### config.mk
export PLATFORM = sky130hd
export DESIGN_NAME = apbm_ms
export DESIGN_NICKNAME = d
export VERILOG_FILES = /design/src/rtl/apb_pkg.sv /design/src/rtl/apbm_wdog.sv /design/src/rtl/apbm_ms.sv
export SDC_FILE = /design/constraint.sdc
export NUM_CORES = 1
export LEC_CHECK = 0
export ABC_AREA = 1
export CAP_MARGIN = 25
export CORE_ASPECT_RATIO = 0.8
export CORE_MARGIN = 1
export CORE_UTILIZATION = 35
export CTS_BUF_LIST = sky130_fd_sc_hd__clkbuf_2
export CTS_CLUSTER_SIZE = 14
export DETAILED_ROUTE_END_ITERATION = 10
export MAX_ROUTING_LAYER = met4
export PLACE_DENSITY = 0.76
export SYNTH_ARGS = -nofsm -noshare
export SYNTH_HDL_FRONTEND = slang
export SYNTH_SLANG_ARGS = --single-unit
### constraint.sdc
create_clock -name apb_clk -period 1.4 [get_ports apb_clk]
set_input_delay 0.14 -clock apb_clk [delete_from_list [all_inputs] [get_ports apb_clk]]
set_output_delay 0.14 -clock apb_clk [all_outputs]
set_load 0.05 [all_outputs]
### src/rtl/apb_pkg.sv
// apb_pkg: state encoding and response codes shared by the APB master and its helpers.
package apb_pkg;

  // Transfer sequencing states of the master.
  typedef enum logic [1:0] {
    ST_IDLE   = 2'd0,
    ST_SETUP  = 2'd1,
    ST_ACCESS = 2'd2,
    ST_RESP   = 2'd3
  } apbm_state_e;

  // Response codes returned on rsp_err.
  localparam logic [1:0] RSP_OK      = 2'd0;
  localparam logic [1:0] RSP_SLVERR  = 2'd1;
  localparam logic [1:0] RSP_TIMEOUT = 2'd2;
  localparam logic [1:0] RSP_DECERR  = 2'd3;

  // Map a slave's error flag to the response code of a normally completed transfer.
  function automatic logic [1:0] completion_code(input logic slverr);
    logic [1:0] code;
    if (slverr) begin
      code = RSP_SLVERR;
    end else begin
      code = RSP_OK;
    end
    return code;
  endfunction

endpackage

### src/rtl/apbm_wdog.sv
// apbm_wdog: counts ACCESS cycles that end without pready; expired flags the
// cycle that completes the TIMEOUT budget so the master can abort on that edge.
module apbm_wdog #(
  parameter int TIMEOUT = 255
) (
  input  logic apb_clk,
  input  logic reset,
  input  logic clear,
  input  logic enable,
  output logic expired
);

  localparam int CW = $clog2(TIMEOUT + 1);
  // Count value seen during the TIMEOUT-th waiting cycle.
  localparam logic [CW-1:0] LAST = CW'(TIMEOUT - 1);

  logic [CW-1:0] count_r;

  // Cycle counter: cleared outside ACCESS, saturates at LAST.
  always_ff @(posedge apb_clk) begin
    if (reset) begin
      count_r <= '0;
    end else if (clear) begin
      count_r <= '0;
    end else if (enable && (count_r != LAST)) begin
      count_r <= count_r + CW'(1);
    end else begin
      count_r <= count_r;
    end
  end

  // Decode of the counter register only; the master consults it in ACCESS.
  assign expired = (count_r == LAST);

endmodule

### src/rtl/apbm_ms.sv
// apbm_ms: single-outstanding APB master with slave decode on the upper address
// bits, wait-state timeout and a held response channel.
module apbm_ms
  import apb_pkg::*;
#(
  parameter int WIDTH    = 32,
  parameter int ADDRBITS = 16,
  parameter int NSLV     = 4,
  parameter int SELBITS  = 3,
  parameter int TIMEOUT  = 255
) (
  input  logic                      apb_clk,
  input  logic                      reset,
  input  logic                      req_valid,
  output logic                      req_ready,
  input  logic                      req_write,
  input  logic [ADDRBITS-1:0]       req_addr,
  input  logic [WIDTH-1:0]          req_wdata,
  input  logic [WIDTH/8-1:0]        req_strb,
  output logic                      rsp_valid,
  input  logic                      rsp_ready,
  output logic [WIDTH-1:0]          rsp_rdata,
  output logic [1:0]                rsp_err,
  output logic [NSLV-1:0]           psel,
  output logic                      penable,
  output logic                      pwrite,
  output logic [ADDRBITS-1:0]       paddr,
  output logic [WIDTH-1:0]          pwdata,
  output logic [WIDTH/8-1:0]        pstrb,
  input  logic [NSLV*WIDTH-1:0]     prdata,
  input  logic [NSLV-1:0]           pready,
  input  logic [NSLV-1:0]           pslverr
);

  localparam int SW = WIDTH / 8;
  localparam logic [SELBITS:0] NSLV_L = (SELBITS + 1)'(NSLV);

  apbm_state_e            state_r, state_nx_s;
  logic [NSLV-1:0]        psel_r, psel_nx_s;
  logic                   penable_r, penable_nx_s;
  logic                   pwrite_r, pwrite_nx_s;
  logic [ADDRBITS-1:0]    paddr_r, paddr_nx_s;
  logic [WIDTH-1:0]       pwdata_r, pwdata_nx_s;
  logic [SW-1:0]          pstrb_r, pstrb_nx_s;
  logic                   rsp_valid_r, rsp_valid_nx_s;
  logic [WIDTH-1:0]       rsp_rdata_r, rsp_rdata_nx_s;
  logic [1:0]             rsp_err_r, rsp_err_nx_s;

  logic [SELBITS-1:0]     idx_s;
  logic                   dec_ok_s;
  logic [NSLV-1:0]        sel_oh_s;
  logic [WIDTH-1:0]       sel_rdata_s;
  logic                   sel_ready_s;
  logic                   sel_err_s;
  logic                   wd_clear_s;
  logic                   wd_enable_s;
  logic                   wd_expired_s;

  // Slave index from the top address bits; indices past NSLV are a decode error.
  assign idx_s    = req_addr[ADDRBITS-1 -: SELBITS];
  assign dec_ok_s = ({1'b0, idx_s} < NSLV_L);

  // One-hot select for the requested slave.
  always_comb begin
    sel_oh_s = '0;
    for (int i = 0; i < NSLV; i++) begin
      sel_oh_s[i] = (idx_s == SELBITS'(i));
    end
  end

  // Return path from the slave currently selected by psel; others are masked off.
  always_comb begin
    sel_rdata_s = '0;
    for (int i = 0; i < NSLV; i++) begin
      sel_rdata_s = sel_rdata_s | (prdata[i*WIDTH +: WIDTH] & {WIDTH{psel_r[i]}});
    end
  end

  assign sel_ready_s = |(pready & psel_r);
  assign sel_err_s   = |(pslverr & psel_r);

  assign wd_clear_s  = (state_r != ST_ACCESS);
  assign wd_enable_s = (state_r == ST_ACCESS) && !sel_ready_s;

  apbm_wdog #(
    .TIMEOUT (TIMEOUT)
  ) u_wdog (
    .apb_clk (apb_clk),
    .reset   (reset),
    .clear   (wd_clear_s),
    .enable  (wd_enable_s),
    .expired (wd_expired_s)
  );

  // Next state and next values of every registered output.
  always_comb begin
    state_nx_s     = state_r;
    psel_nx_s      = psel_r;
    penable_nx_s   = penable_r;
    pwrite_nx_s    = pwrite_r;
    paddr_nx_s     = paddr_r;
    pwdata_nx_s    = pwdata_r;
    pstrb_nx_s     = pstrb_r;
    rsp_valid_nx_s = rsp_valid_r;
    rsp_rdata_nx_s = rsp_rdata_r;
    rsp_err_nx_s   = rsp_err_r;
    case (state_r)
      ST_IDLE: begin
        if (req_valid) begin
          pwrite_nx_s = req_write;
          paddr_nx_s  = req_addr;
          pwdata_nx_s = req_wdata;
          pstrb_nx_s  = req_write ? req_strb : {SW{1'b0}};
          if (dec_ok_s) begin
            psel_nx_s    = sel_oh_s;
            penable_nx_s = 1'b0;
            state_nx_s   = ST_SETUP;
          end else begin
            psel_nx_s      = '0;
            rsp_valid_nx_s = 1'b1;
            rsp_rdata_nx_s = '0;
            rsp_err_nx_s   = RSP_DECERR;
            state_nx_s     = ST_RESP;
          end
        end else begin
          state_nx_s = ST_IDLE;
        end
      end
      ST_SETUP: begin
        penable_nx_s = 1'b1;
        state_nx_s   = ST_ACCESS;
      end
      ST_ACCESS: begin
        // pready wins over an expiry landing in the same cycle.
        if (sel_ready_s) begin
          psel_nx_s      = '0;
          penable_nx_s   = 1'b0;
          rsp_valid_nx_s = 1'b1;
          rsp_rdata_nx_s = pwrite_r ? {WIDTH{1'b0}} : sel_rdata_s;
          rsp_err_nx_s   = completion_code(sel_err_s);
          state_nx_s     = ST_RESP;
        end else if (wd_expired_s) begin
          psel_nx_s      = '0;
          penable_nx_s   = 1'b0;
          rsp_valid_nx_s = 1'b1;
          rsp_rdata_nx_s = '0;
          rsp_err_nx_s   = RSP_TIMEOUT;
          state_nx_s     = ST_RESP;
        end else begin
          state_nx_s = ST_ACCESS;
        end
      end
      ST_RESP: begin
        if (rsp_ready) begin
          rsp_valid_nx_s = 1'b0;
          state_nx_s     = ST_IDLE;
        end else begin
          state_nx_s = ST_RESP;
        end
      end
      default: begin
        state_nx_s     = ST_IDLE;
        psel_nx_s      = '0;
        penable_nx_s   = 1'b0;
        rsp_valid_nx_s = 1'b0;
      end
    endcase
  end

  // State register.
  always_ff @(posedge apb_clk) begin
    if (reset) begin
      state_r <= ST_IDLE;
    end else begin
      state_r <= state_nx_s;
    end
  end

  // Output registers for the APB bus and the response channel.
  always_ff @(posedge apb_clk) begin
    if (reset) begin
      psel_r      <= '0;
      penable_r   <= 1'b0;
      pwrite_r    <= 1'b0;
      paddr_r     <= '0;
      pwdata_r    <= '0;
      pstrb_r     <= '0;
      rsp_valid_r <= 1'b0;
      rsp_rdata_r <= '0;
      rsp_err_r   <= RSP_OK;
    end else begin
      psel_r      <= psel_nx_s;
      penable_r   <= penable_nx_s;
      pwrite_r    <= pwrite_nx_s;
      paddr_r     <= paddr_nx_s;
      pwdata_r    <= pwdata_nx_s;
      pstrb_r     <= pstrb_nx_s;
      rsp_valid_r <= rsp_valid_nx_s;
      rsp_rdata_r <= rsp_rdata_nx_s;
      rsp_err_r   <= rsp_err_nx_s;
    end
  end

  assign req_ready = (state_r == ST_IDLE);
  assign psel      = psel_r;
  assign penable   = penable_r;
  assign pwrite    = pwrite_r;
  assign paddr     = paddr_r;
  assign pwdata    = pwdata_r;
  assign pstrb     = pstrb_r;
  assign rsp_valid = rsp_valid_r;
  assign rsp_rdata = rsp_rdata_r;
  assign rsp_err   = rsp_err_r;

endmodule

==> flow_metrics.py <==
metrics = {
    "drt": {
        "drt_pass1_iterations": 5,
        "drt_iter0_drc": 353,
        "drt_wl_total_um": 22400,
        "ant_nets": 0,
        "wire_per_inst_um": 17.03,
        "drc": 0,
        "vias": 6593,
        "routed_via_density": 5.014,
    },
    "pwr": {
        "switching_share_pct": 41.76,
        "p_leak_uw": 0.004443,
        "power_density_nw_per_um2": 1068,
        "ir_drop_uv": 771.6,
        "p_sw_uw": 4712,
        "p_comb_share_pct": 55.6,
        "total_power_uw": 11280,
        "p_clk_share_pct": 11.7,
        "intPower_uw": 6572,
        "p_seq_share_pct": 32.7,
    },
    "worst_setup_path": {
        "crit_chain": "inv_2 -> ha_4 -> nand2_2 -> nor2_2 -> nand2_2 -> nand3_4 -> nand3_4 -> buf_6 -> buf_12 -> nand2_2 -> nand2_1 -> nor2_1",
        "critPathSlowestCell": "dfxtp_2",
        "r2r-end": "rsp_rdata[18]",
        "criticalPathCategory": "flip-flop to flip-flop",
        "crit_path_frequent_cell": "nand2_2",
        "required_ns": 1.92,
        "critPathArrivalTime_ns": 2.12,
        "start_kind": "flip-flop",
        "rr_startpoint": "u_wdog.count_r[0]",
        "rr_worst_depth": 12,
        "slowest_delay_ns": 0.40,
        "rrSetupSlack_ns": -0.20,
        "cp_max_fo": 6,
        "end_kind": "flip-flop",
    },
    "floorplan": {
        "die_h_um": 107.5,
        "start_util_pct": 35.96,
        "io_pins": 287,
        "rows": 38,
        "core_region_area_sq_um": 13550,
        "dieArea_sq_um": 14400,
        "die_w_um": 133.9,
    },
    "finish": {
        "synthToLayoutAreaGrowth_pct": 116.9,
        "final_common_cell": "clkdlybuf4s50_1",
        "fin_util_pct": 78.00,
        "drive_above_1_share_pct": 41.85,
        "diodes": 0,
        "post-route-cell-area_sq_um": 10570,
        "final_cell_mix": "clkdlybuf4s50_1 (192), nand2_1 (175), nor2_1 (134)",
        "nets": 1325,
    },
    "sta": {
        "setup_ws_ns": -0.2040,
        "finalMaxSlewViolations": 0,
        "rsz0062_at_grt": "yes",
        "period_needed_ns": 1.604,
        "fin_skew_ns": 0.05147,
        "hold_viol": 0,
        "setup_viol": 101,
        "finalCritPeriodShare_pct": 114.6,
        "fmax_mhz": 623.4,
        "tightest_slew_ns": 0.4423,
        "relSlewSlack_pct": 70.20,
    },
    "synthesis": {
        "ys.flop_type": "dfxtp_1",
        "synth_nets": 950,
        "synthesis.area_sq_um": 4873,
        "synth.distinct_cells": 23,
        "yosys_warnings": 0,
        "synthArstFlopShare_pct": 0,
        "syn_inst": 755,
        "synth.avg_cell_area_sq_um": 6.455,
        "ys_ff_latch": 103,
        "synth-seq-area-share_pct": 42.31,
        "synth_edf_count": 0,
    },
    "cts": {
        "cts_buffers": 9,
        "cts_tree": "yes",
        "cts_sinks": 103,
        "clockBufferDepth": 2,
        "cts.clk_slew.worst_paths_ns": 0.32,
        "cts_root_buffer": "clkbuf_2",
        "insertion_delay_ns": 0.60,
        "h-tree-depth": 3,
    },
    "hold_path": {
        "hold_start": "req_wdata[11]",
        "holdPathStages": 3,
        "hp-class": "input port to flip-flop",
        "whs_endpoint": "pwdata[11]",
    },
    "placement": {
        "portBuffers": 286,
        "pre_cts_ws_ns": -0.2311,
        "dp_hpwl_um": 13280,
        "gp_congestion": 0.8735,
        "dpl_cell_area_sq_um": 8373,
    },
    "grt": {
        "grt_usage_pct": 26.52,
        "first_global_vias": 5973,
        "antenna_found_initial": 0,
        "grt_pass1_wl_um": 29060,
        "grt_max_degree": 33,
        "overflow": 0,
    },
    "run": {
        "maxCapViolCount": 0,
    },
    "status": {
        "violations": "negative setup slack",
        "outcome": "complete, but fails checks",
    },
}
-- cell families after synthesis --
kind of cell    count (synthesis)  share of synthesized area [%]
simple gates                  448                          37.71
flops                         103                          42.31
buf+inv                        89                          7.625
compound gates                111                          11.48
xor+xnor                        2                         0.3595
fa+ha+maj                       2                         0.5134
-- routing by layer --
layer | vias up | wire length (um) | GRT usage, %
li1 | 3143 | - | -
met5 | - | 0 | -
met3 | 48 | 1852 | 7.156
met2 | 284 | 11610 | 48.48
met1 | 3118 | 8388 | 28.02
met4 | 0 | 547 | 7.549
-- sequential cells by signal (all words and copies together) (netlist names) --
name,cells
u_wdog.count_r,8
rsp_rdata,32
pwdata,32
state_r,2
psel,4
penable,1
pwrite,1
pstrb,4
paddr,16
rsp_err,2
rsp_valid,1
-- Yosys cell counts, types with 2 or more instances --
cell type  instances  share of area [%]
nor4_1             4               0.51
nand4_1           14                1.8
buf_2              9               0.92
nor2_4             3               0.69
buf_4              3               0.46
nand3_1           41                4.2
clkbuf_1          32                2.5
nor2_1           169                 13
inv_1             39                3.0
o21ai_0           57                5.9
nand3_4            2               0.72
nand2_1          212                 16
inv_2              4               0.31
dfxtp_1          103                 42
buf_6              2               0.46
a21oi_1           53                5.4
ha_1               2               0.51
-- final cells by class --
| class | count | area, sq um |
|---|---|---|
| well taps | 180 | 225.2 |
| multi-input cells | 563 | 3088 |
| flip-flops and latches | 103 | 2218 |
| clock inverters | 7 | 55.05 |
| clock buffers | 9 | 45.04 |
| fillers | 904 | 2982 |
| repair buffers | 409 | 4740 |
| inverters | 43 | 186.4 |
| repair inverters | 1 | 11.26 |
-- critical path: cells and delay by family, from the launching register on --
family                   cells  cell delay (ns)
adder cells (fa/ha/maj)      1             0.14
flip-flops                   1             0.40
AND/OR/NAND/NOR              8             0.64
buffers and inverters        3             0.37
-- power groups by stage --
stage | sequential (uW) | clock [uW] | combinational (uW)
after floorplan | 4680 | 0 | 1430
after global placement | 3580 | 0 | 4540
after detailed placement | 3590 | 0 | 4580
after CTS | 3560 | 1380 | 5200
after global routing | 3730 | 1490 | 6590
final | 3690 | 1320 | 6270
-- worst max-delay path by stage --
stage                          endpoint         startpoint  cells after the start
final                     rsp_rdata[18]  u_wdog.count_r[0]                     12
after detailed placement     state_r[0]          pready[2]                     12
after CTS                     req_ready         state_r[1]                      3
after global placement       state_r[0]          pready[3]                     12
after floorplan              rsp_err[0]            psel[3]                     10
after global routing      rsp_rdata[24]  u_wdog.count_r[0]                     11
-- through the flow --
| stage | hold slack, ns | std cells | TNS (ns) |
|---|---|---|---|
| CTS | 0.001789 | 1268 | -5.840 |
| detailed placement | 0.4543 | 1219 | -11.45 |
| finish | 0.04404 | 1315 | -9.989 |
| floorplan | 0.2749 | 755 | -2.056 |
| global placement | 0.4473 | 1219 | -9.240 |
| global route | 0.02624 | 1315 | -17.83 |
-- repair_timing --
item / 4_1_cts / 5_1_grt
hold buffers: 0 / 8
hold endpoints to repair: 0 / 8
resized for setup: 104 / 339
gates cloned: 7 / 9
endpoints found under the setup margin: 73 / 189
pin swaps: 16 / 58
buffers inserted: 29 / 33
(Power assumes the default switching activity.)
